<file path="config.mk">
export PLATFORM = sky130hd
export DESIGN_NAME = risc_datapath_pipe
export DESIGN_NICKNAME = d
export VERILOG_FILES = /design/src/rtl/risc_datapath_pipe.sv
export SDC_FILE = /design/constraint.sdc
export NUM_CORES = 1
export LEC_CHECK = 0
export CAP_MARGIN = 30
export CORE_MARGIN = 5
export CORE_UTILIZATION = 40
export DETAILED_ROUTE_END_ITERATION = 8
export GPL_TIMING_DRIVEN = 0
export MAX_ROUTING_LAYER = met4
export SYNTH_ARGS = -nofsm -noshare
export SYNTH_HDL_FRONTEND = slang
export SYNTH_SLANG_ARGS = --single-unit
</file>
<file path="constraint.sdc">
create_clock -name clk -period 11 [get_ports clk]
set_input_delay 2.2 -clock clk [delete_from_list [all_inputs] [get_ports clk]]
set_output_delay 2.2 -clock clk [all_outputs]
set_load 0.1 [all_outputs]
</file>
<file path="src/rtl/risc_datapath_pipe.sv">
// Pipelined RISC datapath: 2R/1W register file, ALU with registered flags,
// writeback select and a single EX/WB stage with forwarding and stall.
module risc_datapath_pipe #(
    parameter int W       = 16,
    parameter int NREG    = 16,
    parameter int IMM_W   = 8,
    parameter int ZERO_R0 = 0,
    localparam int AW     = $clog2(NREG)
) (
    input  logic             clk,
    input  logic             rst,
    input  logic             op_valid,
    input  logic             stall,
    input  logic [AW-1:0]    rp_addr,
    input  logic [AW-1:0]    rq_addr,
    input  logic [2:0]       alu_s,
    input  logic [1:0]       wb_sel,
    input  logic             w_wr,
    input  logic [AW-1:0]    w_addr,
    input  logic [IMM_W-1:0] imm,
    input  logic [W-1:0]     mem_rdata,
    output logic [W-1:0]     rp_data,
    output logic [W-1:0]     rq_data,
    output logic             rp_zero,
    output logic             res_valid,
    output logic [W-1:0]     res_data,
    output logic             flag_z,
    output logic             flag_n,
    output logic             flag_c
);

    logic [W-1:0]  rf [NREG];
    logic          ex_w_wr;
    logic [AW-1:0] ex_w_addr;
    logic [W-1:0]  alu_y;
    logic          alu_c;
    logic [W:0]    sum;
    logic [W:0]    diff;
    logic [W-1:0]  wb_data;
    logic [W-1:0]  imm_sext;
    logic          rf_we;

    function automatic logic is_r0(input logic [AW-1:0] addr);
        return (ZERO_R0 != 0) && (addr == '0);
    endfunction

    // A write to reg 0 is never forwarded when reg 0 is hard-wired to zero.
    function automatic logic [W-1:0] read_port(input logic [AW-1:0] addr,
                                              input logic          fwd_ok,
                                              input logic [AW-1:0] fwd_addr,
                                              input logic [W-1:0]  fwd_data,
                                              input logic [W-1:0]  rf_data);
        if (is_r0(addr))
            return '0;
        else if (fwd_ok && fwd_addr == addr)
            return fwd_data;
        else
            return rf_data;
    endfunction

    assign rp_data  = read_port(rp_addr, res_valid & ex_w_wr, ex_w_addr, res_data, rf[rp_addr]);
    assign rq_data  = read_port(rq_addr, res_valid & ex_w_wr, ex_w_addr, res_data, rf[rq_addr]);
    assign rp_zero  = (rp_data == '0);
    assign imm_sext = {{(W-IMM_W){imm[IMM_W-1]}}, imm};
    assign sum      = {1'b0, rp_data} + {1'b0, rq_data};
    assign diff     = {1'b0, rp_data} - {1'b0, rq_data};
    assign rf_we    = res_valid & ex_w_wr & ~stall & ~is_r0(ex_w_addr);

    always_comb begin
        alu_y = '0;
        alu_c = 1'b0;
        case (alu_s)
            3'b000: begin alu_y = sum[W-1:0];  alu_c = sum[W];  end
            3'b001: begin alu_y = diff[W-1:0]; alu_c = diff[W]; end
            3'b010: alu_y = rp_data & rq_data;
            3'b011: alu_y = rp_data | rq_data;
            3'b100: alu_y = rp_data ^ rq_data;
            3'b101: alu_y = ~rp_data;
            3'b110: begin alu_y = {rp_data[W-2:0], 1'b0};       alu_c = rp_data[W-1]; end
            default: begin alu_y = {rp_data[W-1], rp_data[W-1:1]}; alu_c = rp_data[0]; end
        endcase
    end

    always_comb begin
        wb_data = alu_y;
        case (wb_sel)
            2'b01:   wb_data = mem_rdata;
            2'b10:   wb_data = imm_sext;
            default: wb_data = alu_y;
        endcase
    end

    always_ff @(posedge clk or posedge rst) begin
        if (rst) begin
            res_valid <= 1'b0;
            res_data  <= '0;
            ex_w_wr   <= 1'b0;
            ex_w_addr <= '0;
            flag_z    <= 1'b0;
            flag_n    <= 1'b0;
            flag_c    <= 1'b0;
        end else if (!stall) begin
            res_valid <= op_valid;
            if (op_valid) begin
                res_data  <= wb_data;
                ex_w_wr   <= w_wr;
                ex_w_addr <= w_addr;
                flag_z    <= (alu_y == '0);
                flag_n    <= alu_y[W-1];
                flag_c    <= alu_c;
            end
        end
    end

    always_ff @(posedge clk or posedge rst) begin
        if (rst) begin
            for (int i = 0; i < NREG; i++)
                rf[i] <= '0;
        end else if (rf_we) begin
            rf[ex_w_addr] <= res_data;
        end
    end

endmodule
</file>
== After elaboration in Yosys (flattened, before gate mapping) ==
Index checks and enable logic that the tools add are counted.
Cells by class
  add/subtract/negate cells: 2
  magnitude comparators: 4
  equal/unequal tests: 10
  muxes and demuxes: 14
  bitwise logic cells: 10
  reduce and logical (&&, ||, !) cells: 8
Operators by type and width (count)
  bitwise mux 256 bit: 1
  binary-select mux 16 bit (select 4 bit): 2
  2-to-1 mux 16 bit: 7
  one-hot mux 16 bit (7 select lines): 1
  demux 16 bit (select 4 bit): 1
  zero test 16 bit: 2
  one-hot mux 16 bit (2 select lines): 1
  adder 16 x 16 -> 17 bit: 1
  subtractor 16 x 16 -> 17 bit: 1
  bitwise AND 16 bit: 1
  NOT 16 bit: 1
  OR 16 bit: 1
  XOR 16 bit: 1
  >= comparator 5 bit, second input constant: 3
  NOT 4 -> 5 bit: 3
  == test 3 bit, second input constant: 3
  == test 4 bit: 2
  == test 3 x 2 -> 1 bit, second input constant: 2
  less-than comparator 5 x 1 -> 1 bit, second input constant: 1
  one-hot mux 1 bit (4 select lines): 1
  OR reduction 4 bit: 1
  == test 3 x 1 -> 1 bit, second input constant: 1
  logical AND 1 bit: 3
  zero test 3 bit: 1
  other kinds (5): 6
Word-level totals
  bits in registers: 281
  input bits: 46
  output and inout port bits: 53
  logic and storage cells: 71

== Logic depth before layout (Yosys ltp) ==
  word-level depth: 8
  gate-level depth with buffers: 21
  mapped depth without buffers: 16

== Worst setup path before layout ==
No wires, ideal clock.
  path type: input-to-output
  from: input rp_addr[0]
  to: output rp_zero
  arrival: 7.546 ns
  required time: 8.800 ns
  setup slack: 1.254 ns
  stages: 9
  buffers on the path: 3
  cell sequence: buf_6 > buf_12 > buf_4 > mux4_2 > a22oi_1 > a31oi_1 > inv_1 > nand4_1 > nor4_1
Between the ends
  word-level cells in the longest chain between the ends: 6
  elaborated cells on any way between the ends: 8
  classes of those cells: eq/ne: 1; mux: 4; bitwise: 1; reduce/logical: 2
RTL lines
  start, declared: line 14  | input logic [AW-1:0] rp_addr,
  NOT 4 -> 5 bit (implied by the code): line 61  | assign rp_data = read_port(rp_addr, res_valid & ex_w_wr, ex_w_addr, res_data, rf[rp_addr]);
  binary-select mux 16 bit (select 4 bit): line 61
  2-to-1 mux 16 bit (implied by the code) (2 in a row): line 61
  2-to-1 mux 16 bit *: line 55  | else if (fwd_ok && fwd_addr == addr)
  via rp_data[14]: line 22  | output logic [W-1:0] rp_data,
  zero test 16 bit *: line 63  | assign rp_zero = (rp_data == '0);
  end, declared: line 24  | output logic rp_zero,
The timed path passes the listed nets; every way through them passes the cells marked *. The select of a mux whose other input is x is not followed.

== Final worst setup path ==
  from: input rp_addr[1]
  to: output rp_zero
Between the ends
  word-level cells in the longest chain between the ends: 6
  elaborated cells on any way between the ends: 8
  classes of those cells: eq/ne: 1; mux: 4; bitwise: 1; reduce/logical: 2
RTL lines (line)
  NOT 4 -> 5 bit (implied by the code): 61
  binary-select mux 16 bit (select 4 bit): 61
  2-to-1 mux 16 bit (implied by the code) (2 in a row): 61
  2-to-1 mux 16 bit *: 55
  zero test 16 bit *: 63
Every way passes the cells marked *; elsewhere a longest branch is shown, timed or not. The select of a mux whose other input is x is not followed.

==> flow_summary.ini <==
[worst_setup_path]
arrival_ns = 7.23
cp-startpoint = rp_addr[1]
critPathMaxStageDelay_ns = 1.24
cp-end-kind = output pin
crit_type = input port to output pin
cp_data_required_time_ns = 8.80
path_max_fanout = 10
start_kind = input port
crit_slowest_cell = clkdlybuf4s50_1
r2r_start = ex_w_addr[3]
reg2reg_slack_ns = 4.87
crit_chain = clkdlybuf4s50_1 > buf_1 > buf_2 > mux4_2 > a211oi_1 > a211oi_1 > a21oi_1 > nand4_1 > nor4_1 > clkdlybuf4s50_1

[logic_synthesis]
synthAdderAreaFrac_pct = 3.85
synth_async_sr_flop_share_pct = 100
synth_top_family_by_area = multiplexers
yosys_warnings = 0
synth_compound_area_share_pct = 9.94
yosys.cell_types.count = 86
synth_top_area_cell = dfrtp_1
netlist_top_cells_area = dfrtp_1 38%, mux4_2 18%, mux2_2 16%
synth-edff-count = 0
yosys.area_share.simple_pct = 5.88
ys_seq_area_share_pct = 38.5
netlist_instances = 1454
ys_ff_latch = 281
synthXorXnorAreaFrac_pct = 0.575
synth.area.mux_share_pct = 37.0
synth_area_um2 = 18300
synth_top_area_share_pct = 38.5
synth_area_per_cell_um2 = 12.6
synth_flop_cell = dfrtp_1
syn_nets = 1555

[final_layout]
nets = 1707
areaGrowthSynthToFinish_pct = 16.9
final_core_util_pct = 47.2
antennaDiodeCount = 0
drive_gt1_share_pct = 32.8
mostFrequentLayoutCells = 281 x dfrtp_1, 264 x mux2_2, 142 x mux4_2
final_common_cell = dfrtp_1
num-fill-cells = 4065

[sta]
setup_ws_ns = 1.57
finalCritPeriodShare_pct = 85.8
max_slew_margin_pct = 26.0
worstMarginPinSlew_ns = 1.11
final_hold_viol_count = 0
rsz0062_at_grt = false
skew_ns = 0.0125
setup_viol = 0
slew_viol_final = 0
whs_ns = 0.509
timing.fmax_ghz = 0.106
period_minus_slack_ns = 9.43

[flow_run]
maxCapViolations = 0

[drt]
wl_per_cell_um = 30.8
vias = 14200
firstDrtPassIters = 5
ant_nets = 0
first_iter_violations = 1479
wl_mm = 68.6
drcViolationCount = 0
viasPerCell = 6.41

[die]
initial_core_util_pct = 40.3
pin_count = 99
die_w_um = 224
coreArea_um2 = 45300
die_h_um = 224
die_area_um2 = 50000
rows = 78

[hold_path]
worst_hold_startpoint = flag_n
min_path_type = register to register

[place]
finalWeightedCongestion = 0.951
portBuffers = 93
pre_cts_slack_ns = 1.66
dp_hpwl_mm = 50.8

[global_routing]
overflow = 0
grt_use_total_pct = 27.4
grt_first_pass_wirelength_mm = 99.4
antenna_found_initial = 0
grt_max_degree = 128
grt_pass1_vias = 14500

[clock_tree]
cts.htree.levels = 1
cts-root-buf = clkbuf_16
cts_tree = built
numCtsBuffers = 28
cts_resized = 0
holdBufCountCts = 0
clk_pin_slew_ns = 0.06
cts_buffer_depth = 3
post_cts_buffers = 0
clk_latency_ns = 0.56
cts.sink_count = 281

[power]
leakage_nw = 9.58
vdd_drop_max_v = 0.000132
powerDensity_nw_per_um2 = 190

[run_status]
status = finished clean
==> final timing paths <==
path,cells past startpoint,to
max reg2reg,17,flag_z
min in group asynchronous,2,rf[60]
min,1,flag_n
max,10,rp_zero
max in group asynchronous,4,rf[224]
min reg2reg,1,flag_n
==> Yosys cell counts, types with 5 or more instances <==
master	n
dfrtp_1	281
mux2_2	264
mux4_2	142
clkbuf_1	92
nand2_1	59
a21oi_1	58
ha_1	53
nor2_1	52
inv_1	49
o21ai_0	37
mux2i_1	33
a221oi_1	21
nand3_1	19
nor3_1	17
a22oi_1	16
buf_1	16
nor2b_1	15
a21o_1	14
a211oi_1	12
buf_2	10
nand2b_1	10
o211ai_1	9
a31oi_1	8
nand4_1	8
o31ai_1	8
nor4_1	7
or3_1	7
xnor2_1	7
a22o_1	5
and3_1	5
mux4_1	5
xor2_1	5
==> layout make-up <==
cell class | instances | area [µm²] | share of cell area, %
Inverter | 54 | 210 | 0.984
Timing Repair Buffer | 122 | 1370 | 6.40
Multi-Input combinational cell | 990 | 10500 | 49.0
Buffer | 129 | 584 | 2.74
Sequential cell | 281 | 7030 | 32.9
Clock inverter | 7 | 113 | 0.527
Clock buffer | 40 | 837 | 3.92
Tap cell | 600 | 751 | 3.52
==> stage by stage <==
stage | power [mW] | cells | instance area [µm²] | TNS (ns)
after floorplan | 2.53 | 1454 | 18300 | 0
after global placement | 3.00 | 2147 | 20000 | -699.08
after detailed placement | 3.04 | 2173 | 20400 | 0
after CTS | 4.04 | 2220 | 21300 | 0
after global routing | 4.21 | 2223 | 21400 | 0
final | 4.06 | 2223 | 21400 | 0
==> state kept, by name, indices dropped and copies added (netlist names) <==
signal and flops:
flag_n 1, rf 256, ex_w_wr 1, res_data 16, flag_c 1, ex_w_addr 4
res_valid 1, flag_z 1
==> layer usage <==
metal	wire length (µm)	vias up	track usage [%]
li1	-	5904	-
met5	0	-	-
met1	26900	7420	34.4
met2	33000	760	44.5
met3	5630	155	5.10
met4	3010	0	10.6
==> where the power goes <==
| group | total (mW) | internal (mW) | switching (mW) |
|---|---|---|---|
| clock network | 1.01 | 0.594 | 0.413 |
| registers | 1.37 | 1.22 | 0.149 |
| logic | 1.68 | 0.645 | 1.04 |
| total | 4.06 | 2.46 | 1.60 |
==> logic make-up after synthesis <==
| group | Yosys count |
|---|---|
| multiplexers | 450 |
| flip-flops | 281 |
| AO/OA/AOI/OAI | 254 |
| AND/OR/NAND/NOR | 219 |
| buffers and inverters | 183 |
| adder cells (fa/ha/maj) | 55 |
| XOR/XNOR | 12 |
==> worst max-delay path: cells and delay by family <==
family	cells	cell delay, ns
buf+inv	4	2.89
compound gates	3	0.99
simple gates	2	0.77
mux	1	0.36
Note: power is estimated with default switching activity, not from simulation.
